==> config.mk <==
export PLATFORM = sky130hd
export DESIGN_NAME = mac_accum_signed
export DESIGN_NICKNAME = d
export VERILOG_FILES = /design/src/rtl/mac_accum_signed.sv
export SDC_FILE = /design/constraint.sdc
export NUM_CORES = 1
export LEC_CHECK = 0
export CAP_MARGIN = 20
export CORE_MARGIN = 1.5
export CORE_UTILIZATION = 54
export DETAILED_ROUTE_END_ITERATION = 8
export MAX_ROUTING_LAYER = met4
export PLACE_DENSITY = 0.87
export SLEW_MARGIN = 20
export SYNTH_ARGS = -nofsm -noshare
export SYNTH_HDL_FRONTEND = slang
export SYNTH_SLANG_ARGS = --single-unit
==> constraint.sdc <==
create_clock -name clk -period 2.37 [get_ports clk]
set_input_delay 0.711 -clock clk [delete_from_list [all_inputs] [get_ports clk]]
set_output_delay 0.711 -clock clk [all_outputs]
set_load 0.02 [all_outputs]
==> src/rtl/mac_accum_signed.sv <==
// rtl/mac_accum_signed.sv - sign-extending product accumulator, LEN products per frame, valid/ready result
// Optional feature macro: MAC_SATURATE_EN (clamp on overflow instead of wrapping).
module mac_accum_signed #(
    parameter int N     = 4,
    parameter int M     = 5,
    parameter int ACC_W = 16,
    parameter int LEN   = 8
) (
    input  logic             clk,
    input  logic             rst_n,
    input  logic [N+M-1:0]   prod_i,
    input  logic             prod_valid,
    output logic             prod_ready,
    input  logic             clear,
    output logic [ACC_W-1:0] acc_out,
    output logic             acc_valid,
    input  logic             acc_ready,
    output logic             ovf
);
    localparam int P   = N + M;
    localparam int EXT = ACC_W + 1 - P;
    localparam int CW  = $clog2(LEN + 1);

    localparam logic [0:0] S_ACCUM = 1'b0;
    localparam logic [0:0] S_HOLD  = 1'b1;

    generate
        if (ACC_W < P) begin : g_bad_acc_w
            $error("mac_accum_signed: ACC_W must be >= N+M");
        end
        if (LEN < 1) begin : g_bad_len
            $error("mac_accum_signed: LEN must be >= 1");
        end
    endgenerate

    logic [0:0]       r_state;
    logic [ACC_W-1:0] r_acc;
    logic [CW-1:0]    r_cnt;
    logic [ACC_W-1:0] r_acc_out;
    logic             r_acc_valid;
    logic             r_ovf;

    logic [ACC_W:0]   w_sext;
    logic [ACC_W:0]   w_sum;
    logic             w_ovf;
    logic [ACC_W-1:0] w_acc_nxt;

    // One extra bit of headroom: signed overflow shows up as the top two bits disagreeing.
    assign w_sext = {{EXT{prod_i[P-1]}}, prod_i};
    assign w_sum  = {r_acc[ACC_W-1], r_acc} + w_sext;
    assign w_ovf  = w_sum[ACC_W] ^ w_sum[ACC_W-1];

`ifdef MAC_SATURATE_EN
    assign w_acc_nxt = !w_ovf       ? w_sum[ACC_W-1:0] :
                       w_sum[ACC_W] ? {1'b1, {(ACC_W-1){1'b0}}} :
                                      {1'b0, {(ACC_W-1){1'b1}}};
`else
    assign w_acc_nxt = w_sum[ACC_W-1:0];
`endif

    always_ff @(posedge clk or negedge rst_n) begin
        if (!rst_n) begin
            r_state     <= S_ACCUM;
            r_acc       <= '0;
            r_cnt       <= '0;
            r_acc_out   <= '0;
            r_acc_valid <= 1'b0;
            r_ovf       <= 1'b0;
        end else if (clear) begin
            r_state     <= S_ACCUM;
            r_acc       <= '0;
            r_cnt       <= '0;
            r_acc_valid <= 1'b0;
            r_ovf       <= 1'b0;
        end else if (r_state == S_ACCUM) begin
            if (prod_valid) begin
                r_acc <= w_acc_nxt;
                r_ovf <= r_ovf | w_ovf;
                if (r_cnt == CW'(LEN - 1)) begin
                    r_acc_out   <= w_acc_nxt;
                    r_acc_valid <= 1'b1;
                    r_cnt       <= CW'(LEN);
                    r_state     <= S_HOLD;
                end else begin
                    r_cnt <= r_cnt + CW'(1);
                end
            end
        end else if (acc_ready) begin
            r_acc_valid <= 1'b0;
            r_acc       <= '0;
            r_cnt       <= '0;
            r_ovf       <= 1'b0;
            r_state     <= S_ACCUM;
        end
    end

    // Gated by rst_n so the handshake drops the instant reset asserts.
    assign prod_ready = rst_n & (r_state == S_ACCUM);
    assign acc_out    = r_acc_out;
    assign acc_valid  = r_acc_valid;
    assign ovf        = r_ovf;

endmodule

==> results of run 1 <==
[state kept, by name, indices dropped and copies added, names as in the netlist]
| name | count |
|---|---|
| acc_out | 16 |
| acc_valid | 1 |
| ovf | 1 |
| r_acc | 16 |
| r_cnt | 4 |
| r_state | 1 |
[stage by stage]
| step | power [W] | TNS [ps] | cells | cell area (sq um) |
|---|---|---|---|---|
| floorplan | 0.001160 | 0 | 236 | 2268 |
| global placement | 0.001416 | -9846 | 350 | 2925 |
| detailed placement | 0.001436 | -10730 | 350 | 2925 |
| CTS | 0.002068 | -9.693 | 359 | 3153 |
| global route | 0.002237 | -32.84 | 361 | 3222 |
| finish | 0.002118 | 0 | 361 | 3222 |
[power by group]
part           leakage (nW)  switching, W  internal, W
clock network        0.0612      0.000233     0.000341
registers             0.527     0.0000470     0.000719
logic                 0.949      0.000387     0.000392
[tightest hold or removal path: stages, from the launching register on]
cell and delay (ps):
dfrtp_1 350, nand2_1 50, nand2_1 60
[Yosys cell counts (4+ instances only)]
library cell  instances
nand2b_1              7
xor2_1                6
nand2_1              45
dfrtp_1              39
a22o_1               12
a21oi_1              21
o21ai_0              20
xnor2_1               7
nor2_1                7
ha_1                 17
mux2_2                4
inv_1                 6
[repair_timing]
action                     CTS  global route
gates resized for setup     25            14
setup buffers                1             2
pin swaps                   13             6
setup endpoints to repair   21            11
[metal layers]
| metal | wire length (um) | global-route usage, % | vias up |
|---|---|---|---|
| met4 | 114 | 8.750 | 0 |
| met3 | 250 | 5.757 | 9 |
| li1 | - | - | 994 |
| met1 | 2565 | 34.91 | 1020 |
| met2 | 3141 | 49.26 | 49 |
| met5 | 0 | - | - |
[worst paths after layout]
kind	from	end	slack (ps)
max	prod_i[7]	acc_out[15]	40
min	acc_out[4]	acc_out[4]	480
max reg2reg	r_acc[0]	acc_out[11]	300
min reg2reg	acc_out[4]	acc_out[4]	480
max in group asynchronous	rst_n	r_acc[13]	1470
min in group asynchronous	rst_n	acc_out[5]	550
[logic make-up after synthesis]
logic type      Yosys count  share of synthesized area (%)
simple gates             76                          15.06
compound gates           74                          21.95
flops                    39                          43.02
fa+ha+maj                18                          10.26
xor+xnor                 13                          5.019
buf+inv                  11                          2.041
mux                       5                          2.647
[final cells by class]
cell class	count	share of cell area, %
Multi-Input combinational cell	186	43.53
Inverter	6	0.6990
Clock buffer	6	2.563
Clock inverter	2	1.087
Timing Repair Buffer	72	19.88
Sequential cell	39	30.29
Tap cell	50	1.942
==> impl_metrics.csv, run 1 <==
group,metric,value,unit
outcome,outcome,"finished, final reports clean",
setup_path,cp_top_family,"buffers and inverters",
final_layout,layout_commonest_cell,"nand2_1",
clock_network,clk_pin_slew,70,ps
power,p_leak,1.537,nW
sta,slew_headroom,66.26,%
power,powerDensity,657.5,mW/mm^2
final_layout,nets,342,
global_route,globalRouteTotalUtil,28.97,%
setup_path,slowest_delay,410,ps
floorplan,die_width,67.82,um
clock_network,root_buffer,"clkbuf_8",
setup_path,crit_path_start_kind,"primary input",
global_route,grt_pass1_wl,9.611,mm
sta,drv_slew,0,
synthesis,synth_ff_type,"dfrtp_1",
final_layout,fillerInstances,236,
setup_path,path_max_fanout,3,
synthesis,syn_area_per_cell,9.612,sq um
placement,dp_hpwl,4.079,mm
floorplan,die_area,0.004599,sq mm
final_layout,final_cell_mix,"nand2_1, dfrtp_1, buf_4",
sta,setup_slack,40.51,ps
setup_path,cp_num_buf_inv,2,
placement,place_congestion,0.9683,
synthesis,yosysTopAreaCell,"dfrtp_1",
global_route,grt_overflow,0,
clock_network,cts_tree,"done",
synthesis,ys_seq_area_share,43.02,%
global_route,grt_pass1_vias,2094,
setup_path,end_kind,"flip-flop",
route,ant_nets,0,
final_layout,seq_area,975.9,sq um
synthesis,yosysUniqueCellTypes,40,
setup_path,path_class,"primary input to flip-flop",
synthesis,syn_area,0.002268,sq mm
synthesis,synth_enable_flop_cells,0,
final_layout,syn2layout_area_growth,42.03,%
route,vias_per_cell,5.740,
sta,worst_pin_slew,506.0,ps
synthesis,netlist_instances,236,
placement,place_ws,-640.1,ps
floorplan,ioPinCount,33,
placement,io_buffers,32,
route,drt-initial-drc-count,168,
final_layout,n_antenna_cell,0,
sta,whs,484.4,ps
route,wl_per_cell,16.82,um
synthesis,synth_top_area_share,43.02,%
clock_network,cts_sinks,39,
setup_path,critPathSlowestCell,"clkdlybuf4s50_1",
route,drcViolationCount,0,
route,vias,2072,
sta,period_share,98.29,%
setup_path,cp.arrival,2510,ps
clock_network,cts_hold_buf,0,
sta,setup_viol,0,
sta,hold_viol_final,0,
synthesis,syn-num-nets,268,
route,routed_wl,6.071,mm
worst_hold_path,hold_path_class,"flip-flop to flip-flop",
clock_network,htreeDepth,2,
sta,skew,4.068,ps
setup_path,cp_num_cells,7,
final_layout,final_core_utilization,79.97,%
power,peakVddDrop,0.0003855,V
global_route,grt_max_degree,40,
synthesis,ys.warnings.count,0,
floorplan,die_h,67.82,um
synthesis,ys_seq_elements,39,
flow_run,max_cap_violations,0,
floorplan,core,0.004029,sq mm
floorplan,rows,23,
setup_path,reg2regPathDepth,9,
synthesis,synth_area_leaders,"dfrtp_1, ha_1, nand2_1",
clock_network,clk_path_buf_depth,2,
final_layout,multi_input_area,0.001403,sq mm
synthesis,synth_async_sr_flop_share,100.0,%
floorplan,initial_utilization,56.30,%
setup_path,crit_chain,"clkdlybuf4s50_1 > ha_1 > buf_4 > nand4_1 > o31a_1 > xnor2_1 > mux2_4",
global_route,antenna_found_initial,0,
sta,fmax,0.4293,GHz
setup_path,required,2550,ps
final_layout,drive_gt1_share,25.40,%
sta,layout_min_cycle_time,2329,ps
worst_hold_path,holdPathStages,2,
clock_network,insertion_delay,290,ps
route,drt_pre_antenna_iters,4,
clock_network,cts_buffers,5,
Note: power is estimated with default switching activity, not from simulation.
==> run 2: changes to the inputs <==
--- a/config.mk
+++ b/config.mk
@@ -7,10 +7,10 @@
 export LEC_CHECK = 0
 export CAP_MARGIN = 20
 export CORE_MARGIN = 1.5
-export CORE_UTILIZATION = 54
+export CORE_UTILIZATION = 28
 export DETAILED_ROUTE_END_ITERATION = 8
 export MAX_ROUTING_LAYER = met4
-export PLACE_DENSITY = 0.87
+export PLACE_DENSITY = 0.55
 export SLEW_MARGIN = 20
 export SYNTH_ARGS = -nofsm -noshare
 export SYNTH_HDL_FRONTEND = slang
==> run 2 against run 1 <==
Against the previous run: cell count grew 16%; routed wire length shrank 0.66%; setup slack gained 24 ps; non-clock buffer count grew 7; largest power group unchanged.
==> impl_metrics.csv, run 2 (synthesis gave the netlist of run 1 again) <==
group,metric,value,unit
worst_hold_path,hold_path_class,"flip-flop to flip-flop",
floorplan,initial_utilization,29.20,%
floorplan,rows,32,
final_layout,n_antenna_cell,0,
sta,setup_slack,64.04,ps
setup_path,path_max_fanout,7,
sta,period_share,97.30,%
clock_network,htreeDepth,2,
worst_hold_path,min_from,"acc_out[4]",
floorplan,die_area,0.008651,sq mm
clock_network,cts_hold_buf,0,
placement,io_buffers,32,
floorplan,core,0.007767,sq mm
setup_path,reg2regPathDepth,9,
sta,worst_pin_slew,506.8,ps
global_route,grt_max_degree,40,
clock_network,root_buffer,"clkbuf_8",
final_layout,layout_commonest_cell,"buf_4",
power,pwr-share-clk,26.8,%
clock_network,clk_path_buf_depth,2,
sta,setup_viol,0,
power,internal_power,0.001502,W
clock_network,clk_pin_slew,80,ps
power,powerDensity,638.4,mW/mm^2
sta,hold_viol_final,0,
global_route,globalRouteTotalUtil,15.15,%
setup_path,rrSetupSlack,330,ps
clock_network,cts_sinks,39,
setup_path,worst_r2r_endpoint,"acc_out[8]",
floorplan,die_width,93.01,um
clock_network,cts_tree,"done",
power,p_leak,1.575,nW
setup_path,crit_path_start_kind,"primary input",
final_layout,final_cell_mix,"buf_4, nand2_1, dfrtp_1",
sta,slew_headroom,66.21,%
route,wl_per_cell,14.36,um
route,drt_pre_antenna_iters,4,
outcome,outcome,"finished, final reports clean",
setup_path,cp.arrival,2540,ps
sta,skew,9.301,ps
placement,place_congestion,0.8510,
final_layout,drive_gt1_share,30.50,%
power,peakVddDrop,0.0002393,V
power,p_sw,0.0006932,W
global_route,grt_pass1_wl,10.16,mm
route,drt-initial-drc-count,86,
final_layout,syn2layout_area_growth,51.57,%
floorplan,die_h,93.01,um
sta,drv_slew,0,
route,vias_per_cell,4.862,
sta,rsz0062_at_grt,"false",
final_layout,nets,349,
global_route,grt_overflow,0,
setup_path,required,2600,ps
route,routed_wl,6.031,mm
sta,fmax,0.4337,GHz
setup_path,path_class,"primary input to flip-flop",
setup_path,end_kind,"flip-flop",
global_route,antenna_found_initial,0,
worst_hold_path,holdPathStages,2,
route,ant_nets,0,
power,comb_power_share,38.2,%
placement,dp_hpwl,4.232,mm
clock_network,insertion_delay,290,ps
flow_run,max_cap_violations,0,
setup_path,r2r-start,"r_acc[0]",
worst_hold_path,whs_endpoint,"acc_out[4]",
global_route,grt_pass1_vias,2108,
floorplan,ioPinCount,33,
route,vias,2042,
placement,place_ws,-695.8,ps
sta,layout_min_cycle_time,2306,ps
sta,fin_tns_setup,0,ps
power,switching_share,31.58,%
power,seqPwrFrac,35.1,%
route,drcViolationCount,0,
clock_network,cts_buffers,5,
-- run 2: changes by cell type in the layout (fill, tap and decap cells not counted), sizes merged --
cell,previous run,this run
buf,41,48
clkdlybuf4s15,1,0
clkdlybuf4s50,23,21
dlygate4sd2,5,6
dlymetal6s2s,2,4
-- run 2: what timing repair did --
| action | in CTS | in global routing |
|---|---|---|
| pin swaps | 15 | 11 |
| setup buffers | 3 | 2 |
| endpoints found under the setup margin | 17 | 11 |
| gates cloned | 0 | 0 |
| resized for setup | 41 | 15 |
-- run 2: power by group through the flow --
stage	Sequential, W	Clock (W)	Combinational (W)
4_1_cts	0.000762	0.000609	0.000790
2_1_floorplan	0.000771	0	0.000389
3_5_place_dp	0.000766	0	0.000685
5_1_grt	0.000776	0.000632	0.000920
6_report	0.000770	0.000588	0.000837
3_3_place_gp	0.000765	0	0.000676
-- run 2: stage by stage --
| step | utilization [%] | total power (W) | std cells | area (sq um) | hold WS (ps) |
|---|---|---|---|---|---|
| floorplan | - | 0.001160 | 236 | 2268 | 415.4 |
| global placement | 38.66 | 0.001441 | 407 | 3003 | 460.2 |
| detailed placement | 38.66 | 0.001450 | 407 | 3003 | 461.2 |
| CTS | 43.03 | 0.002162 | 418 | 3342 | 482.8 |
| global route | 44.27 | 0.002328 | 420 | 3438 | 522.3 |
| finish | 44.27 | 0.002195 | 420 | 3438 | 476.8 |
-- run 2: area by class of cell --
cell class	count	area, sq um
fillers	773	4329
multi-input cells	186	1520
flip-flops and latches	39	975.9
repair buffers	79	674.4
well taps	102	127.6
clock buffers	6	82.58
clock inverters	2	35.03
inverters	6	22.52
-- run 2: worst max path at each step --
stage / startpoint / cells past startpoint / end
after global placement: prod_i[0] / 10 / acc_out[14]
after floorplan: prod_i[0] / 9 / acc_out[8]
after CTS: prod_i[7] / 9 / r_acc[14]
final: prod_i[8] / 9 / ovf
after global routing: prod_i[0] / 10 / acc_out[8]
after detailed placement: prod_i[0] / 10 / r_acc[14]
-- run 2: per-layer routing --
| layer | share of wire [%] | global-route usage, % | wire, um |
|---|---|---|---|
| met1 | 48 | 19.45 | 2907 |
| met2 | 48 | 25.06 | 2889 |
| met3 | 3.3 | 2.846 | 199 |
| met4 | 0.58 | 3.030 | 35 |
| met5 | 0 | - | 0 |
-- run 2: critical path: stages --
cell and delay [ps]:
dlygate4sd2_1 270, buf_6 170, ha_4 290, and3_4 190
nand2_1 60, o31a_1 340, buf_4 150, a211o_1 260
nand3_1 80
